## src/rtl/serial_add_sub.sv

```systemverilog
// Bit-serial WIDTH-bit adder/subtractor: one full-adder cell, LSB first, registered carry.
// Result, carry-out and overflow are latched in DONE and held until the next completed operation.

module FA (
    input  logic a,
    input  logic b,
    input  logic cin,
    output logic s,
    output logic co
);
    assign s  = a ^ b ^ cin;
    assign co = (a & b) | (cin & (a ^ b));
endmodule

module serial_add_sub #(
    parameter int WIDTH = 32
) (
    input  logic             clk,
    input  logic             rst_n,
    input  logic             start,
    input  logic             sub,
    input  logic [WIDTH-1:0] a,
    input  logic [WIDTH-1:0] b,
    output logic             busy,
    output logic             done,
    output logic [WIDTH-1:0] result,
    output logic             cout,
    output logic             overflow
);
    localparam int CW = (WIDTH > 1) ? $clog2(WIDTH) : 1;

    typedef enum logic [1:0] {IDLE, RUN, DONE} state_t;

    state_t           state_q, state_d;
    logic [WIDTH-1:0] sa_q, sa_d, sb_q, sb_d, sr_q, sr_d;
    logic [WIDTH-1:0] result_q, result_d;
    logic [CW-1:0]    cnt_q, cnt_d;
    logic             carry_q, carry_d, msb_cin_q, msb_cin_d;
    logic             busy_q, busy_d, done_q, done_d;
    logic             cout_q, cout_d, ovf_q, ovf_d;
    logic             fa_s, fa_co;

    FA u_fa (
        .a   (sa_q[0]),
        .b   (sb_q[0]),
        .cin (carry_q),
        .s   (fa_s),
        .co  (fa_co)
    );

    always_comb begin
        state_d   = state_q;
        sa_d      = sa_q;
        sb_d      = sb_q;
        sr_d      = sr_q;
        cnt_d     = cnt_q;
        carry_d   = carry_q;
        msb_cin_d = msb_cin_q;
        busy_d    = busy_q;
        done_d    = 1'b0;
        result_d  = result_q;
        cout_d    = cout_q;
        ovf_d     = ovf_q;
        case (state_q)
            IDLE: begin
                if (start) begin
                    // Subtraction is a + ~b + 1: invert B and seed the carry with 1.
                    sa_d    = a;
                    sb_d    = sub ? ~b : b;
                    carry_d = sub;
                    cnt_d   = '0;
                    busy_d  = 1'b1;
                    state_d = RUN;
                end
            end
            RUN: begin
                sa_d    = sa_q >> 1;
                sb_d    = sb_q >> 1;
                sr_d    = {fa_s, sr_q[WIDTH-1:1]};
                carry_d = fa_co;
                if (cnt_q == CW'(WIDTH - 1)) begin
                    // Carry into the MSB is kept for the signed overflow test.
                    msb_cin_d = carry_q;
                    busy_d    = 1'b0;
                    state_d   = DONE;
                end else begin
                    cnt_d = cnt_q + CW'(1);
                end
            end
            DONE: begin
                result_d = sr_q;
                cout_d   = carry_q;
                ovf_d    = msb_cin_q ^ carry_q;
                done_d   = 1'b1;
                state_d  = IDLE;
            end
            default: state_d = IDLE;
        endcase
    end

    always_ff @(posedge clk or negedge rst_n) begin
        if (!rst_n) begin
            state_q   <= IDLE;
            sa_q      <= '0;
            sb_q      <= '0;
            sr_q      <= '0;
            cnt_q     <= '0;
            carry_q   <= 1'b0;
            msb_cin_q <= 1'b0;
            busy_q    <= 1'b0;
            done_q    <= 1'b0;
            result_q  <= '0;
            cout_q    <= 1'b0;
            ovf_q     <= 1'b0;
        end else begin
            state_q   <= state_d;
            sa_q      <= sa_d;
            sb_q      <= sb_d;
            sr_q      <= sr_d;
            cnt_q     <= cnt_d;
            carry_q   <= carry_d;
            msb_cin_q <= msb_cin_d;
            busy_q    <= busy_d;
            done_q    <= done_d;
            result_q  <= result_d;
            cout_q    <= cout_d;
            ovf_q     <= ovf_d;
        end
    end

    assign busy     = busy_q;
    assign done     = done_q;
    assign result   = result_q;
    assign cout     = cout_q;
    assign overflow = ovf_q;
endmodule
```

## config.mk

```make
export PLATFORM = sky130hd
export DESIGN_NAME = serial_add_sub
export DESIGN_NICKNAME = d
export VERILOG_FILES = /design/src/rtl/serial_add_sub.sv
export SDC_FILE = /design/constraint.sdc
export NUM_CORES = 1
export LEC_CHECK = 0
export ABC_AREA = 1
export BUFFER_PORTS_ARGS = -buffer_cell sky130_fd_sc_hd__clkbuf_2
export CAP_MARGIN = 20
export CORE_MARGIN = 4
export CORE_UTILIZATION = 50
export CTS_BUF_LIST = sky130_fd_sc_hd__clkbuf_8
export DETAILED_ROUTE_END_ITERATION = 8
export HOLD_SLACK_MARGIN = 0.15
export PLACE_DENSITY = 0.72
export SLEW_MARGIN = 20
export SYNTH_ARGS = -nofsm -noshare
export SYNTH_HDL_FRONTEND = slang
export SYNTH_HIERARCHICAL = 1
export SYNTH_SLANG_ARGS = --single-unit
export TNS_END_PERCENT = 50
```

## constraint.sdc

```tcl
create_clock -name clk -period 2.1 [get_ports clk]
set_input_delay 0.21 -clock clk [delete_from_list [all_inputs] [get_ports clk]]
set_output_delay 0.21 -clock clk [all_outputs]
set_load 0.1 [all_outputs]
```

; ---- Word level (Yosys, flattened, before mapping)
; Index checks and enable logic that the tools add are counted.
[classes]
n_reduce_logical = 7
n_eq_ne = 6
addsub = 1
n_mux = 17
bitwise = 7
[op_table]
columns = cell, n
row1 = one-hot mux 32 bit (2 select lines), 2
row2 = two-way mux 32 bit, 3
row3 = inverter 32 bit, 1
row4 = two-way mux 5 bit, 2
row5 = one-hot mux 5 bit (2 select lines), 1
row6 = "inequality test 2 bit, second input constant", 3
row7 = AND reduction 2 bit, 3
row8 = AND reduction 3 bit, 2
row9 = "adder 5 x 1 -> 5 bit, second input constant", 1
row10 = "equality test 5 bit, second input constant", 1
row11 = two-way mux 1 bit, 4
row12 = two-way mux 2 bit, 2
row13 = one-hot mux 1 bit (2 select lines), 2
row14 = one-hot mux 2 bit (2 select lines), 1
row15 = XOR 1 bit, 3
row16 = bitwise AND 1 bit, 2
row17 = "equality test 2 x 1 -> 1 bit, second input constant", 1
row18 = "equality test 2 bit, second input constant", 1
row19 = logical NOT 2 bit, 1
row20 = nonzero test 2 bit, 1
row21 = bitwise OR 1 bit, 1
[word_totals]
out_inout_bits = 36
word_cells = 50
register_bits = 141

; ---- Longest topological paths before layout
; Gate-level depths: netlist of run 1.
[depth]
word_depth = 4
depth_mapped = 10
depth_no_buf = 10

; ---- Modules after synthesis
; The synthesis of run 1 kept the hierarchy.
[by_module_without_submodules]
columns = mod, n_inst, area_each_um2, seq_area_each_um2, cells_per_inst
row1 = serial_add_sub, 1, 6179.7, 3528.4, 715
row2 = FA, 1, 20.0, 0.0, 1

; ---- Worst setup path after synthesis of run 1
; Ideal clock, no wire load.
[synth_timing]
path_kind = register to register
startpoint = register cnt_q[0]
endpoint = register cnt_q[0]
required_ns = 1.972
setup_ns = 0.128
setup_slack_ns = 0.607
period_less_slack_ns = 1.493
path_buffers = 0
stages_incl_launch_ff = 11
arrival_ns = 1.365
path_cell_list = dfrtp_1 -> ha_1 -> nand2_1 -> nor2_1 -> ha_1 -> inv_1 -> nand3_1 -> nand2_1 -> inv_1 -> nand2_1 -> o21ai_0
[synth_via]
elab_chain_cells = 3
elab_cells_between_ends = 6
cone_classes = add/sub (1) / eq/ne (2) / mux (2) / reduce/logical (1)
[synth_rtl]
columns = element, line_no
row1 = "start, declared", 37  ; logic [CW-1:0] cnt_q, cnt_d;
row2 = "start signal, assigned", 120  ; cnt_q <= cnt_d;
row3 = adder 5 x 1 -> 5 bit / equality test 5 bit (equally long branches), "87, 81"
row4 = two-way mux 5 bit / inequality test 2 bit (equally long branches), -
row5 = one-hot mux 5 bit (2 select lines) / AND reduction 3 bit (equally long branches), -
; Several ways; a longest one is shown, not always the timed one. The select of a mux whose other input is x is not followed.
; A chain may end at the register's enable or synchronous reset.

; ---- Final worst setup path of run 1
; Ends and elaborated chain as after synthesis.

==> results of run 1 <==
## sequential cells by signal, summed over array words and instances (netlist names)
signal	flops
busy	1
carry_q	1
cnt_q	5
cout	1
done	1
msb_cin_q	1
overflow	1
result	32
sa_q	32
sb_q	32
sr_q	32
state_q	2
## worst max-delay path by stage
stage	start	endpoint	slack, ns
floorplan	cnt_q[0]$_DFFE_PN0P_	cnt_q[0]$_DFFE_PN0P_	0.61
global placement	cnt_q[0]$_DFFE_PN0P_	cnt_q[0]$_DFFE_PN0P_	0.44
detailed placement	cnt_q[0]$_DFFE_PN0P_	cnt_q[0]$_DFFE_PN0P_	0.35
CTS	cnt_q[0]$_DFFE_PN0P_	cnt_q[0]$_DFFE_PN0P_	0.35
global route	cnt_q[0]$_DFFE_PN0P_	cnt_q[0]$_DFFE_PN0P_	0.09
finish	cnt_q[0]$_DFFE_PN0P_	cnt_q[0]$_DFFE_PN0P_	0.35
## cells in the final DEF (no fill, tap or decap), types with 4 or more instances in the layout
cell type,Yosys,final
xor2_1,30,30
inv_1,41,44
nand3_1,4,4
buf_12,0,5
o21ai_0,129,129
a21oi_1,33,33
clkbuf_8,0,22
nand2_1,232,231
clkbuf_2,0,102
nor2_1,43,43
bufinv_16,0,4
dfrtp_1,141,141
dlygate4sd3_1,0,64
buf_4,3,7
## through the flow
stage	cells	total power (W)	utilization
after floorplan	716	0.00650	-
after global placement	955	0.00707	0.568
after detailed placement	955	0.00722	0.568
after CTS	1050	0.00974	0.658
after global routing	1050	0.0104	0.658
final	1050	0.00969	0.658
## where the power goes
part / internal, W / switching (W)
Clock: 0.00143 / 0.000955
Sequential: 0.00369 / 0.000570
Combinational: 0.000993 / 0.00205
Total: 0.00611 / 0.00357
## synthesized netlist by cell type
| cell | count | area [um2] |
|---|---|---|
| nand2_1 | 232 | 871 |
| o31ai_1 | 1 | 7.51 |
| xor2_1 | 30 | 263 |
| fa_1 | 1 | 20.0 |
| nand3_1 | 4 | 20.0 |
| a21oi_1 | 33 | 165 |
| o21bai_1 | 2 | 15.0 |
| ha_1 | 3 | 37.5 |
| buf_6 | 3 | 33.8 |
| buf_4 | 3 | 22.5 |
| inv_2 | 3 | 11.3 |
| nand2_4 | 1 | 11.3 |
| dfrtp_1 | 141 | 3530 |
| clkbuf_1 | 11 | 41.3 |
| nand4_1 | 2 | 12.5 |
| buf_2 | 26 | 130 |
| o22ai_1 | 1 | 6.26 |
| nor2_1 | 43 | 161 |
| xnor2_1 | 3 | 26.3 |
| o21ai_0 | 129 | 646 |
| inv_1 | 41 | 154 |
| buf_1 | 1 | 3.75 |
| nand2_2 | 2 | 12.5 |
## area by class of cell
cell class	instances	share of cell area
clock buffers	22	0.0381
clock inverters	9	0.0178
inverters	44	0.0208
multi-input cells	487	0.287
flip-flops and latches	141	0.444
well taps	168	0.0265
repair buffers	179	0.166
## critical path: cells and delay by family (launching register included)
family | cells | cell delay, ns
adders and majority gates | 2 | 0.40
AOI/OAI and AO/OA | 1 | 0.09
buffers and inverters | 2 | 0.22
DFF | 1 | 0.42
and+or+nand+nor | 5 | 0.49
## repair_timing
item	in CTS	in global routing
setup buffers	0	0
hold buffers	64	0
endpoints found under the hold margin	122	0
## routing by layer
metal  track usage  vias up
met4        0.0895        0
met3        0.0532       39
met2         0.326      160
met5             0        -
met1         0.275     2431
li1              -     2577
## cell families after synthesis
group                    share of synthesized area
AO/OA/AOI/OAI                                0.135
XOR/XNOR                                    0.0466
adder cells (fa/ha/maj)                    0.00928
buffers and inverters                       0.0640
flip-flops                                   0.569
AND/OR/NAND/NOR                              0.176
==> metrics.yaml, run 1 <==
layout:
  syn2layout_area_growth_pct: 28.1
  layout.area.seq_um2: 3530
  drive_gt1_frac: 0.170
  multiInputGateArea_um2: 2280
  num_antenna_cells: 0
  fin_nets: 942
  fill_cells: 1023
  fin_area_um2: 7940
hold_path:
  hold_path_class: "input port to register"
  min_from: "b[0]"
  worstHoldEndpoint: "sb_q[0]$_DFFE_PN0P_"
  holdPathStages: 4
place:
  place_congestion: 0.764
  dpl_worst_slack_ns: 0.352
  hpwl_um: 8280
  placed_area_um2: 6860
  io_buffers: 103
setup_path:
  worst_setup_path_end_kind: "register"
  r2r-end: "cnt_q[0]$_DFFE_PN0P_"
  rr_startpoint: "cnt_q[0]$_DFFE_PN0P_"
  cp-start-kind: "register"
  rrSetupSlack_ns: 0.35
  crit_top_cell: "nand2_1"
  critPathKind: "register to register"
  reg2reg_depth: 10
  crit_required_ns: 2.41
  path_cells: "ha_1 > nand2_1 > nor2_1 > ha_1 > inv_1 > nand3_1 > nand2_1 > inv_1 > nand2_1 > o21ai_0"
  crit_fanout: 5
  cpPeakStageDelay_ns: 0.42
  critical_path_arrival_ns: 2.06
  worst_path_max_delay_cell: "dfrtp_1"
clock_tree:
  post_cts_resized: 0
  root_buffer: "clkbuf_8"
  clockBufferDepth: 2
  cts.sink_count: 141
  htree_levels: 4
  numCtsBuffers: 17
  worstSkewPairLatency_ns: 0.44
  cts_tree: "done"
  clkSlewWorstSetupHoldPaths_ns: 0.07
global_routing:
  grt_pass1_vias: 5165
  grt_usage: 0.208
  grt_pass1_wl_um: 24200
  grt_max_degree: 63
  gr-total-overflow: 0
  antenna_found_initial: 0
flow_run:
  maxCapViolCount: 0
pwr:
  ir_worst_vdd_v: 0.000504
  leakage_nw: 4.09
  p_per_area_nw_per_um2: 1220
drt:
  wl_met1_um: 6140
  post_drt_wl_per_cell_um: 13.2
  via_count: 5207
  highest_layer: "met4"
  drtPass1Iterations: 6
  drc_errors: 0
  drt_iter0_drc: 406
  final_antenna_net_count: 0
  viasPerCell: 4.96
  met2_length_um: 6660
  wl_met3_um: 708
  wirelength_um: 13900
sta:
  setup_viol: 0
  period_needed_ns: 1.75
  slew_headroom: 0.621
  skew_ns: 0.00955
  clock.fmax_ghz: 0.570
  worst_slack_ns: 0.347
  hold_slack_ns: 0.178
  slew_violations: 0
  grt_setup_unrepaired: "false"
  post-route-period-util: 0.835
  setup-tns-final_ns: 0
  finalHoldViolCount: 0
  worst_pin_slew_ns: 0.568
floorplan:
  die_width_um: 119
  io-pin-count: 104
  core_um2: 12100
  die_area_um2: 14200
  die_y_um: 119
  rows: 40
  start_util: 0.514
synthesis:
  syn-mean-instance-area_um2: 8.66
  yosys_register_bits: 141
  yosysSeqAreaShare: 0.569
  synthesis.area_um2: 6200
  yosysWarningCount: 6
  synth.distinct_cells: 23
  syn_nets: 788
  syn_inst: 716
run_status:
  status: "finished clean"
Power figures use the tool's default switching activity.
==> run 2: changes to the inputs <==
--- a/config.mk
+++ b/config.mk
@@ -13,7 +13,7 @@
 export CTS_BUF_LIST = sky130_fd_sc_hd__clkbuf_8
 export DETAILED_ROUTE_END_ITERATION = 8
 export HOLD_SLACK_MARGIN = 0.15
-export PLACE_DENSITY = 0.72
+export PLACE_DENSITY = 0.75
 export SLEW_MARGIN = 20
 export SYNTH_ARGS = -nofsm -noshare
 export SYNTH_HDL_FRONTEND = slang
==> constraint.sdc (replaced) <==
create_clock -name clk -period 1.5 [get_ports clk]
set_input_delay 0.15 -clock clk [delete_from_list [all_inputs] [get_ports clk]]
set_output_delay 0.15 -clock clk [all_outputs]
set_load 0.1 [all_outputs]
==> run 2 against run 1 <==
  * Clock skew grew 0.0016 ns
  * First-iteration DRC count shrank 1.5%
  * Routed wire length grew 1.7%
  * Count of clock-buffer cells in the layout shrank 3
  * Core utilization grew 1.3 points
  * Final cell count grew 1.2%
  * Flip-flop and latch count is the same
  * Sequential share of layout area shrank 0.86 points
  * Global-route usage grew 0.057 points
  * Largest cell class unchanged
==> metrics.yaml, run 2 (same netlist as run 1, synthesis figures left out) <==
floorplan:
  io-pin-count: 104  # unchanged
  rows: 40  # unchanged
  die_y_um: 119  # unchanged
  die_width_um: 119  # unchanged
  core_um2: 12100  # unchanged
  die_area_um2: 14200  # unchanged
  start_util: 0.514  # unchanged
run_status:
  status: "finished clean"
layout:
  drive_gt1_frac: 0.189  # +0.0188
  final_common_cell: "nand2_1"
  fill_cells: 952  # -6.9%
  syn2layout_area_growth_pct: 30.6
  final_cell_mix: "nand2_1 (229), dfrtp_1 (141), o21ai_0 (125), clkbuf_2 (100), dlygate4sd3_1 (67)"
  fin_nets: 954  # +1.3%
  instances_no_fill: 1063  # +1.2%
  fin_area_um2: 8100  # +2.0%
  num_antenna_cells: 0  # unchanged
global_routing:
  grt_max_degree: 69  # +9.5%
  grt_pass1_vias: 5272  # +2.1%
  grt_pass1_wl_um: 24300  # +0.28%
  grt_usage: 0.208  # +0.000570
  gr-total-overflow: 0  # unchanged
  antenna_found_initial: 0  # unchanged
sta:
  finalHoldViolCount: 0  # unchanged
  period_needed_ns: 1.47  # -0.281 ns
  hold_slack_ns: 0.293  # +0.115 ns
  worst_pin_slew_ns: 0.570  # +0.00216 ns
  skew_ns: 0.0112  # +0.00160 ns
  setup_viol: 0  # unchanged
  worst_slack_ns: 0.0275  # -0.319 ns
  clock.fmax_ghz: 0.679  # +19%
  post-route-period-util: 0.982  # +0.147
  grt_setup_unrepaired: "true"
  setup-tns-final_ns: 0  # unchanged
  slew_headroom: 0.622  # about the same
  slew_violations: 0  # unchanged
setup_path:
  critPathKind: "register to register"
  cpPeakStageDelay_ns: 0.41  # about the same
  cp-start-kind: "register"
  path_cells: "ha_2 > nand2_2 > nor2_2 > ha_1 > inv_2 > nand3_4 > nand2_4 > inv_2 > nand2_1 > nand2_1"
  crit_family: "simple AND/OR/NAND/NOR gates"
  worst_path_max_delay_cell: "dfrtp_1"
  crit_buf_inv: 2  # unchanged
  worst_setup_path_end_kind: "register"
  critical_path_arrival_ns: 1.80  # -0.26 ns
  crit_required_ns: 1.83  # -0.58 ns
  path_depth: 10  # unchanged
  crit_fanout: 4  # -1
  reg2reg_depth: 10  # unchanged
hold_path:
  hold_path_class: "input port to register"
  holdPathStages: 3  # -1
drt:
  via_count: 5278  # +1.4%
  drtPass1Iterations: 6  # unchanged
  viasPerCell: 4.97  # +0.12%
  wirelength_um: 14100  # +1.7%
  post_drt_wl_per_cell_um: 13.3  # +0.46%
  final_antenna_net_count: 0  # unchanged
  drc_errors: 0  # unchanged
  drt_iter0_drc: 400  # -1.5%
clock_tree:
  root_buffer: "clkbuf_8"
  cts_tree: "done"
  clkSlewWorstSetupHoldPaths_ns: 0.07  # about the same
  cts.sink_count: 141  # unchanged
  worstSkewPairLatency_ns: 0.44  # about the same
  clockBufferDepth: 2  # unchanged
  htree_levels: 4  # unchanged
  numCtsBuffers: 17  # unchanged
flow_run:
  maxCapViolCount: 0  # unchanged
place:
  dpl_worst_slack_ns: -0.121  # -0.473 ns
  place_congestion: 0.801  # +4.9%
  hpwl_um: 8560  # +3.4%
  placed_area_um2: 6940  # +1.2%
  io_buffers: 103  # unchanged
  dp.cells: 961  # +0.63%
pwr:
  p_per_area_nw_per_um2: 1690  # +39%
  ir_worst_vdd_v: 0.000815  # +62%
  leakage_nw: 4.15  # +1.5%
[run 2: cell count changes in the layout (fill, tap and decap cells not counted), sizes merged]
cell / previous run / this run
inv: 47 / 46
buf: 13 / 24
clkbuf: 124 / 119
dlygate4sd3: 64 / 67
clkinv: 2 / 3
clkinvlp: 0 / 4
[run 2: power by group]
part	total (W)	internal, W	leakage, nW	switching, W
sequential	0.00594	0.00516	1.79	0.000774
combinational	0.00448	0.00154	2.15	0.00294
clock	0.00329	0.00188	0.216	0.00141
[run 2: layout make-up]
class	instances	area, um2	area share
multi-input combinational	487	2300	0.285
inverter	44	165	0.0204
tap	168	210	0.0260
clock inverter	13	173	0.0213
clock buffer	19	262	0.0323
timing repair buffer	191	1450	0.180
sequential	141	3530	0.436
[run 2: final timing paths]
kind,from,to,slack (ns)
worst max register to register,cnt_q[1]$_DFFE_PN0P_,cnt_q[4]$_DFFE_PN0P_,0.03
worst min-delay path,sub,sb_q[31]$_DFFE_PN0P_,0.29
worst max-delay path,cnt_q[1]$_DFFE_PN0P_,cnt_q[4]$_DFFE_PN0P_,0.03
max in group asynchronous,rst_n,sa_q[11]$_DFFE_PN0P_,0.18
worst min register to register,sa_q[31]$_DFFE_PN0P_,sa_q[31]$_DFFE_PN0P_,0.48
min in group asynchronous,rst_n,result[25]$_DFFE_PN0P_,0.68
[run 2: metrics by stage]
| stage | total power, W | utilization |
|---|---|---|
| 2_1_floorplan | 0.00910 | - |
| 6_report | 0.0137 | 0.671 |
| 4_1_cts | 0.0137 | 0.668 |
| 3_5_place_dp | 0.0102 | 0.575 |
| 3_3_place_gp | 0.00995 | 0.575 |
| 5_1_grt | 0.0147 | 0.671 |
[run 2: tightest hold or removal path, delay by kind of cell]
kind / cells / cell delay, ns
xor gates and xnor gates: 1 / 0.18
AOI/OAI and AO/OA: 1 / 0.07
buffers and inverters: 1 / 0.28
[run 2: repair_timing]
action                                  in CTS  in global routing
endpoints found under the setup margin       5                  9
gates resized for setup                      5                 12
cloned                                       0                  0
pin swaps                                    2                  2
buffers inserted                             1                  2
endpoints found under the hold margin      208                  0
hold buffers                                67                  0
[run 2: per-layer routing]
metal  GRT usage  up-vias  part of all wire
li1            -     2594                 -
met1       0.268     2471              0.43
met2       0.336      172              0.49
met3      0.0513       41             0.050
met4      0.0916        0             0.028
met5           0        -                 0
